--- src/rtl/dic_time_datapath.sv ---
// Dictation-clock datapath: mm:ss BCD time counter, alarm register, match/ring logic, display digits.
// Optional feature macro DIC_ALARM_FLASH_EN: blank the display on odd seconds while the alarm rings.
module dic_time_datapath #(
  parameter int unsigned RING_SECS = 10,
  parameter logic [3:0]  BLANK     = 4'hF
) (
  input  logic       clk,
  input  logic       rst,
  input  logic       oneSecStrb,
  input  logic [7:0] rx_data,
  input  logic       dicRun,
  input  logic       dicLdMTens,
  input  logic       dicLdMOnes,
  input  logic       dicLdSTens,
  input  logic       dicLdSOnes,
  input  logic       dicAMTens,
  input  logic       dicAMOnes,
  input  logic       dicASTens,
  input  logic       dicASOnes,
  input  logic       dicDspMtens,
  input  logic       dicDspMones,
  input  logic       dicDspStens,
  input  logic       dicDspSones,
  input  logic       dicStrMtens,
  input  logic       dicStrMones,
  input  logic       dicStrStens,
  input  logic       dicStrSones,
  input  logic       alarm_ena,
  output logic [3:0] di_Mtens,
  output logic [3:0] di_Mones,
  output logic [3:0] di_Stens,
  output logic [3:0] di_Sones,
  output logic       rollover,
  output logic       alarm_ring
);

  localparam logic [7:0] RING_LAST = 8'(RING_SECS - 1);

  logic [3:0] mt_q, mo_q, st_q, so_q, mt_d, mo_d, st_d, so_d;
  logic [3:0] amt_q, amo_q, ast_q, aso_q, amt_d, amo_d, ast_d, aso_d;
  logic [3:0] dmt_q, dmo_q, dst_q, dso_q, dmt_d, dmo_d, dst_d, dso_d;
  logic       roll_q, roll_d;
  logic       match_q, match_d, match_dly_q;
  logic       ring_q, ring_d;
  logic [7:0] cnt_q, cnt_d;
  logic       any_ld, tick, rise, flash;

  function automatic logic [3:0] pick_digit(input logic str, input logic dsp,
                                            input logic [3:0] alm, input logic [3:0] tim);
    logic [3:0] r;
    if (str) begin
      r = alm;
    end else if (dsp) begin
      r = tim;
    end else begin
      r = BLANK;
    end
    return r;
  endfunction

  assign any_ld = dicLdMTens | dicLdMOnes | dicLdSTens | dicLdSOnes;
  // A load in the same cycle as a strobe swallows that second.
  assign tick   = oneSecStrb & dicRun & ~any_ld;
  assign rise   = match_q & ~match_dly_q;

`ifdef DIC_ALARM_FLASH_EN
  assign flash = ring_q & so_q[0];
`else
  assign flash = 1'b0;
`endif

  // Time counter next state: increment with carry chain, or raw digit loads.
  always_comb begin
    mt_d   = mt_q;
    mo_d   = mo_q;
    st_d   = st_q;
    so_d   = so_q;
    roll_d = 1'b0;
    if (tick) begin
      // ">=" so out-of-range loaded digits wrap on their next carry.
      if (so_q >= 4'd9) begin
        so_d = 4'd0;
        if (st_q >= 4'd5) begin
          st_d = 4'd0;
          if (mo_q >= 4'd9) begin
            mo_d = 4'd0;
            if (mt_q >= 4'd5) begin
              mt_d   = 4'd0;
              roll_d = 1'b1;
            end else begin
              mt_d = mt_q + 4'd1;
            end
          end else begin
            mo_d = mo_q + 4'd1;
          end
        end else begin
          st_d = st_q + 4'd1;
        end
      end else begin
        so_d = so_q + 4'd1;
      end
    end else begin
      if (dicLdMTens) mt_d = rx_data[3:0]; else mt_d = mt_q;
      if (dicLdMOnes) mo_d = rx_data[3:0]; else mo_d = mo_q;
      if (dicLdSTens) st_d = rx_data[3:0]; else st_d = st_q;
      if (dicLdSOnes) so_d = rx_data[3:0]; else so_d = so_q;
    end
  end

  // Alarm register next state.
  always_comb begin
    amt_d = amt_q;
    amo_d = amo_q;
    ast_d = ast_q;
    aso_d = aso_q;
    if (dicAMTens) amt_d = rx_data[3:0]; else amt_d = amt_q;
    if (dicAMOnes) amo_d = rx_data[3:0]; else amo_d = amo_q;
    if (dicASTens) ast_d = rx_data[3:0]; else ast_d = ast_q;
    if (dicASOnes) aso_d = rx_data[3:0]; else aso_d = aso_q;
  end

  // Match compare and ring state; disarming wins over everything.
  always_comb begin
    match_d = ({mt_q, mo_q, st_q, so_q} == {amt_q, amo_q, ast_q, aso_q});
    ring_d  = ring_q;
    cnt_d   = cnt_q;
    if (!alarm_ena) begin
      ring_d = 1'b0;
      cnt_d  = 8'd0;
    end else if (rise && dicRun) begin
      ring_d = 1'b1;
      cnt_d  = 8'd0;
    end else if (ring_q && oneSecStrb) begin
      if (cnt_q >= RING_LAST) begin
        ring_d = 1'b0;
        cnt_d  = 8'd0;
      end else begin
        cnt_d = cnt_q + 8'd1;
      end
    end else begin
      ring_d = ring_q;
      cnt_d  = cnt_q;
    end
  end

  // Display digit selection: alarm store overrides time display.
  always_comb begin
    dmt_d = pick_digit(dicStrMtens, dicDspMtens, amt_q, mt_q);
    dmo_d = pick_digit(dicStrMones, dicDspMones, amo_q, mo_q);
    dst_d = pick_digit(dicStrStens, dicDspStens, ast_q, st_q);
    dso_d = pick_digit(dicStrSones, dicDspSones, aso_q, so_q);
    if (flash) begin
      dmt_d = BLANK;
      dmo_d = BLANK;
      dst_d = BLANK;
      dso_d = BLANK;
    end else begin
      dmt_d = dmt_d;
    end
  end

  // State registers with synchronous reset.
  always_ff @(posedge clk) begin
    if (rst) begin
      {mt_q, mo_q, st_q, so_q}     <= 16'd0;
      {amt_q, amo_q, ast_q, aso_q} <= 16'd0;
      {dmt_q, dmo_q, dst_q, dso_q} <= {BLANK, BLANK, BLANK, BLANK};
      roll_q      <= 1'b0;
      match_q     <= 1'b0;
      match_dly_q <= 1'b0;
      ring_q      <= 1'b0;
      cnt_q       <= 8'd0;
    end else begin
      {mt_q, mo_q, st_q, so_q}     <= {mt_d, mo_d, st_d, so_d};
      {amt_q, amo_q, ast_q, aso_q} <= {amt_d, amo_d, ast_d, aso_d};
      {dmt_q, dmo_q, dst_q, dso_q} <= {dmt_d, dmo_d, dst_d, dso_d};
      roll_q      <= roll_d;
      match_q     <= match_d;
      match_dly_q <= match_q;
      ring_q      <= ring_d;
      cnt_q       <= cnt_d;
    end
  end

  assign di_Mtens   = dmt_q;
  assign di_Mones   = dmo_q;
  assign di_Stens   = dst_q;
  assign di_Sones   = dso_q;
  assign rollover   = roll_q;
  assign alarm_ring = ring_q;

endmodule

--- config.mk ---
export PLATFORM = sky130hd
export DESIGN_NAME = dic_time_datapath
export DESIGN_NICKNAME = d
export VERILOG_FILES = /design/src/rtl/dic_time_datapath.sv
export SDC_FILE = /design/constraint.sdc
export NUM_CORES = 1
export LEC_CHECK = 0
export CORE_UTILIZATION = 25
export DETAILED_ROUTE_END_ITERATION = 16
export PLACE_DENSITY = 0.44
export SYNTH_ARGS = -nofsm -noshare
export SYNTH_HDL_FRONTEND = slang
export SYNTH_SLANG_ARGS = --single-unit
export TNS_END_PERCENT = 50
--- constraint.sdc ---
create_clock -name clk -period 1.9 [get_ports clk]
set_clock_uncertainty 0.05 [all_clocks]
set_input_delay 0.38 -clock clk [delete_from_list [all_inputs] [get_ports clk]]
set_output_delay 0.38 -clock clk [all_outputs]
set_load 0.05 [all_outputs]
== Yosys cells after proc, flatten, opt, wreduce, memory -nomap -nowiden ==
Index checks and enable logic that the tools add are counted.

* Logic and storage cells: 90
* Input bits: 29
* Flip-flop bits (word level): 60

* Add/sub/neg operators: 5
* Magnitude comparators: 5
* Equality and inequality tests: 4
* Reduce and logical (&&, ||, !) cells: 15
* Bitwise operators: 13
* Muxes and demuxes: 31

{| class="wikitable"
|+ Operators by type and width
! operator !! number
|-
| two-way mux 4 bit || 26
|-
| adder 4 x 1 -> 4 bit (second input constant) || 4
|-
| equality test 16 bit || 1
|-
| nonzero test 2 bit || 6
|-
| adder 8 x 1 -> 8 bit (second input constant) || 1
|-
| greater-or-equal comparator 4 x 3 -> 1 bit (second input constant) || 2
|-
| greater-or-equal comparator 4 bit (second input constant) || 2
|-
| greater-or-equal comparator 8 x 4 -> 1 bit (second input constant) || 1
|-
| two-way mux 8 bit || 1
|-
| NOT 1 bit || 7
|-
| inequality test 2 x 1 -> 1 bit (second input constant) || 3
|-
| OR reduction 5 bit || 1
|-
| two-way mux 1 bit || 4
|-
| AND reduction 2 bit || 2
|-
| AND reduction 4 bit || 1
|-
| bitwise AND 1 bit || 3
|-
| bitwise OR 1 bit || 3
|-
| AND reduction 3 bit || 1
|-
| OR reduction 3 bit || 1
|-
| logical AND 1 bit || 2
|-
| OR reduction 2 bit || 1
|}

== Logic depth before layout (Yosys ltp) ==
* Depth after elaboration: 7
* Gate-level depth with buffers: 8
* Gate-level depth less buffers: 7

== Least setup slack after synthesis ==
No wires, ideal clock.

* Path kind: flip-flop to flip-flop
* Start: reg so_q[1]
* End: reg mt_q[0]
* Arrival time: 1.782 ns
* Buffers on the path: 1
* Setup slack: -0.018 ns
* Library setup time: 0.086 ns
* Stages on the path, launching flop included: 9
* Data required time: 1.764 ns
* Cell sequence: dfxtp_1 inv_1 ha_1 or3b_1 and2_4 buf_6 a41oi_4 a221oi_1 a211oi_1

* Longest elaborated chain between the ends: 3

{| class="wikitable"
|+ Ends and longest elaborated chain
! element !! RTL line !! text
|-
| start, declared || 39 || <nowiki>logic [3:0] mt_q, mo_q, st_q, so_q, mt_d, mo_d, st_d, so_d;</nowiki>
|-
| start signal, assigned || 174 || <nowiki>{mt_q, mo_q, st_q, so_q} <= {mt_d, mo_d, st_d, so_d};</nowiki>
|-
| greater-or-equal comparator 4 bit || 81 || <nowiki>if (so_q >= 4'd9) begin</nowiki>
|-
| inequality test 2 x 1 -> 1 bit (no source line) || - ||
|-
| AND reduction 4 bit (no source line) || - ||
|-
| end signal, assigned || 174 ||
|-
| end, declared || 39 ||
|}

No other way between the ends.
A chain may end at the register's enable or synchronous reset.

== Worst setup path in the final report ==
* Start: reg so_q[1]
* End: reg mt_q[3]

The elaborated chain is that of the path after synthesis.

==> results_dict.tcl <==
set metrics [dict create \
    layout_commonest_cell "dfxtp_1" \
    path_max_fanout 7 \
    critPathSlowestCell "or3b_4" \
    clockBufferDepth 2 \
    antenna_left 0 \
    root_buffer "clkbuf_16" \
    clock_sinks 60 \
    routedWlPerCell_um 14.7 \
    routabilityCongestion 0.772 \
    r2r_slack_ns -0.02 \
    finalCriticalPeriod_ns 1.92 \
    rsz0062_at_grt "yes" \
    antenna_found_initial 0 \
    min-delay-start "dicRun" \
    viasPerCell 4.67 \
    fillers 1169 \
    hold_path_class "in2reg" \
    power_leakage_nw 1.73 \
    initial_core_util 0.259 \
    grt_start_max_net_pins 25 \
    dp_hpwl_um 5670 \
    synth_area_leaders "dfxtp_1, ha_1, xor2_1" \
    async_flop_share 0 \
    syn_avg_cell_area_sq_um 9.18 \
    cts_tree "done" \
    final_util 0.356 \
    final_cell_mix "dfxtp_1, buf_4, nor2_1, o21ai_0, clkdlybuf4s50_1" \
    critPathKind "reg2reg" \
    dieArea_sq_um 12400 \
    place.port_buffers 42 \
    synth_enable_flop_cells 0 \
    period_share 1.01 \
    h-tree-depth 3 \
    finalSetupViolCount 1 \
    pre_cts_slack_ns -0.353 \
    power.density_cell_area_nw_per_um2 821 \
    violations "design-rule violations, negative setup slack" \
    yosysWarnings 0 \
    whs_path_depth 3 \
    synth_cell_types 55 \
    rr_endpoint "mt_q[3]$_SDFFE_PP0P_" \
    crit_path_end_kind "flip-flop" \
    cts.reportedPaths.clkPinSlew_ns 0.05 \
    drc_errors 6 \
    max_clock_freq_ghz 0.521 \
    cp.required_ns 2.06 \
    yosysTopAreaCell "dfxtp_1" \
    cp.arrival_ns 2.08 \
    startpoint_type "flip-flop" \
    netlist_area_sq_um 2990 \
    hold_viol 0 \
    core_region_area_sq_um 11600 \
    max_slew_margin 0.662 \
    grt_usage 0.134 \
    numCtsBuffers 9 \
    drive_gt1_frac 0.229 \
    clock_latency_ns 0.33 \
    r2r_start "so_q[1]$_SDFFE_PP0P_" \
    setup_slack_ns -0.0204 \
    ys_ff_latch 60 \
    syn2layout_area_growth_pct 37.5 \
    num_antenna_cells 0 \
    num_io_pins 47 \
    drtPass1Iterations 10 \
    synth_top_area_frac 0.401 \
    die_w_um 111 \
    setup_tns_ns -0.0204 \
    dieHeight_um 111 \
    tightest_slew_ns 0.507 \
    drv_cap 0 \
    syn_inst 326 \
    r2r_cells 8 \
    outcome "finished with violations" \
    hold_buffers 0 \
    dr.first_iter.drc_count 83 \
    rows 39 \
    vias 2544 \
    drv_slew 0 \
    grt_pass1_wl_um 12800 \
    min_to "alarm_ring$_SDFFE_PP0P_" \
    routed_wirelength_um 8030 \
    holdWs_ns 0.395 \
    final_nets 443 \
    synth-seq-area-share 0.401 \
    slowest_delay_ns 0.37 \
    overflow 0 \
    crit_chain "inv_2, ha_2, or3b_4, and2_4, a41oi_4, buf_6, a21o_1, a21oi_2" \
    synthesis.nets 370 \
    grt_pass1_vias 2445 \
    vdd.ir_drop.worst_mv 0.269 \
    synth-main-ff-cell "dfxtp_1" \
]
[logic make-up (layout without fill, tap and decap cells)]
group                    count (synthesis)  count (layout)  synth area share
multiplexers                            16              16            0.0535
XOR/XNOR                                20              20            0.0585
flip-flops                              60              60             0.401
buffers and inverters                   30             106            0.0414
AND/OR/NAND/NOR                        114             114             0.215
adder cells (fa/ha/maj)                 15              15            0.0627
AO/OA/AOI/OAI                           71              71             0.167
[worst max-delay path by stage]
stage / from / end / cells after the start
after floorplan: so_q[1]$_SDFFE_PP0P_ / mo_q[3]$_SDFFE_PP0P_ / 8
after detailed placement: oneSecStrb / mo_q[2]$_SDFFE_PP0P_ / 7
after CTS: so_q[0]$_SDFFE_PP0P_ / mt_q[0]$_SDFFE_PP0P_ / 7
after global placement: oneSecStrb / mo_q[2]$_SDFFE_PP0P_ / 7
after global routing: so_q[1]$_SDFFE_PP0P_ / mt_q[3]$_SDFFE_PP0P_ / 8
final: so_q[1]$_SDFFE_PP0P_ / mt_q[3]$_SDFFE_PP0P_ / 8
[per-layer routing]
metal,wire length [um],vias up,global-route usage
met2,3670,41,0.211
met1,3950,1188,0.178
met3,292,9,0.0354
met5,0,-,0
li1,-,1306,-
met4,106,0,0.0486
[flip-flops by register name (all words and copies together), names as in the netlist]
name and cells:
ast_q 4, st_q 4, di_Mtens 4, alarm_ring 1
amt_q 4, di_Stens 4, aso_q 4, match_q 1
amo_q 4, rollover 1, di_Sones 4, mt_q 4
so_q 4, cnt_q 8, di_Mones 4, mo_q 4
match_dly_q 1
[cells in the mapped netlist (4+ instances only)]
cell	number
xor2_1	19
nor3_1	4
ha_1	15
o22ai_1	4
a21oi_1	8
nor2b_1	18
a31oi_1	4
nand2_1	13
nor3b_1	17
dfxtp_1	60
mux2i_1	16
a211oi_1	6
o21ai_0	25
a221oi_1	5
clkbuf_1	12
nor2_1	32
inv_1	13
nand4_1	5
[cell type report]
cell class                 count  area [sq um]  area share
tap                          143           179      0.0435
timing repair buffer          79           681       0.165
inverter                      13          51.3      0.0125
clock inverter                 3          15.0     0.00365
sequential                    60          1210       0.293
multi-input combinational    236          1740       0.423
clock buffer                  11           243      0.0590
[worst max-delay path: cells and delay by family, from the launching register on]
family	cells	cell delay (ns)
fa+ha+maj	1	0.16
compound gates	3	0.49
flops	1	0.33
simple gates	2	0.58
buf+inv	2	0.20
[report_power, final]
part | switching (mW) | internal, mW
combinational | 0.308 | 0.251
clock | 0.542 | 0.894
sequential | 0.0549 | 1.33
total | 0.905 | 2.47
[stage by stage]
step | std cells | instance area, sq um | total power [mW]
after CTS | 540 | 4000 | 3.42
after floorplan | 326 | 2990 | 1.71
after global routing | 545 | 4120 | 3.56
after global placement | 526 | 3730 | 1.95
final | 545 | 4120 | 3.38
after detailed placement | 526 | 3730 | 1.95
[timing repair]
action,in CTS,in global routing
setup endpoints to repair,3,15
buffers inserted,0,5
pin swaps,2,6
resized for setup,2,24
(Power assumes the default switching activity.)
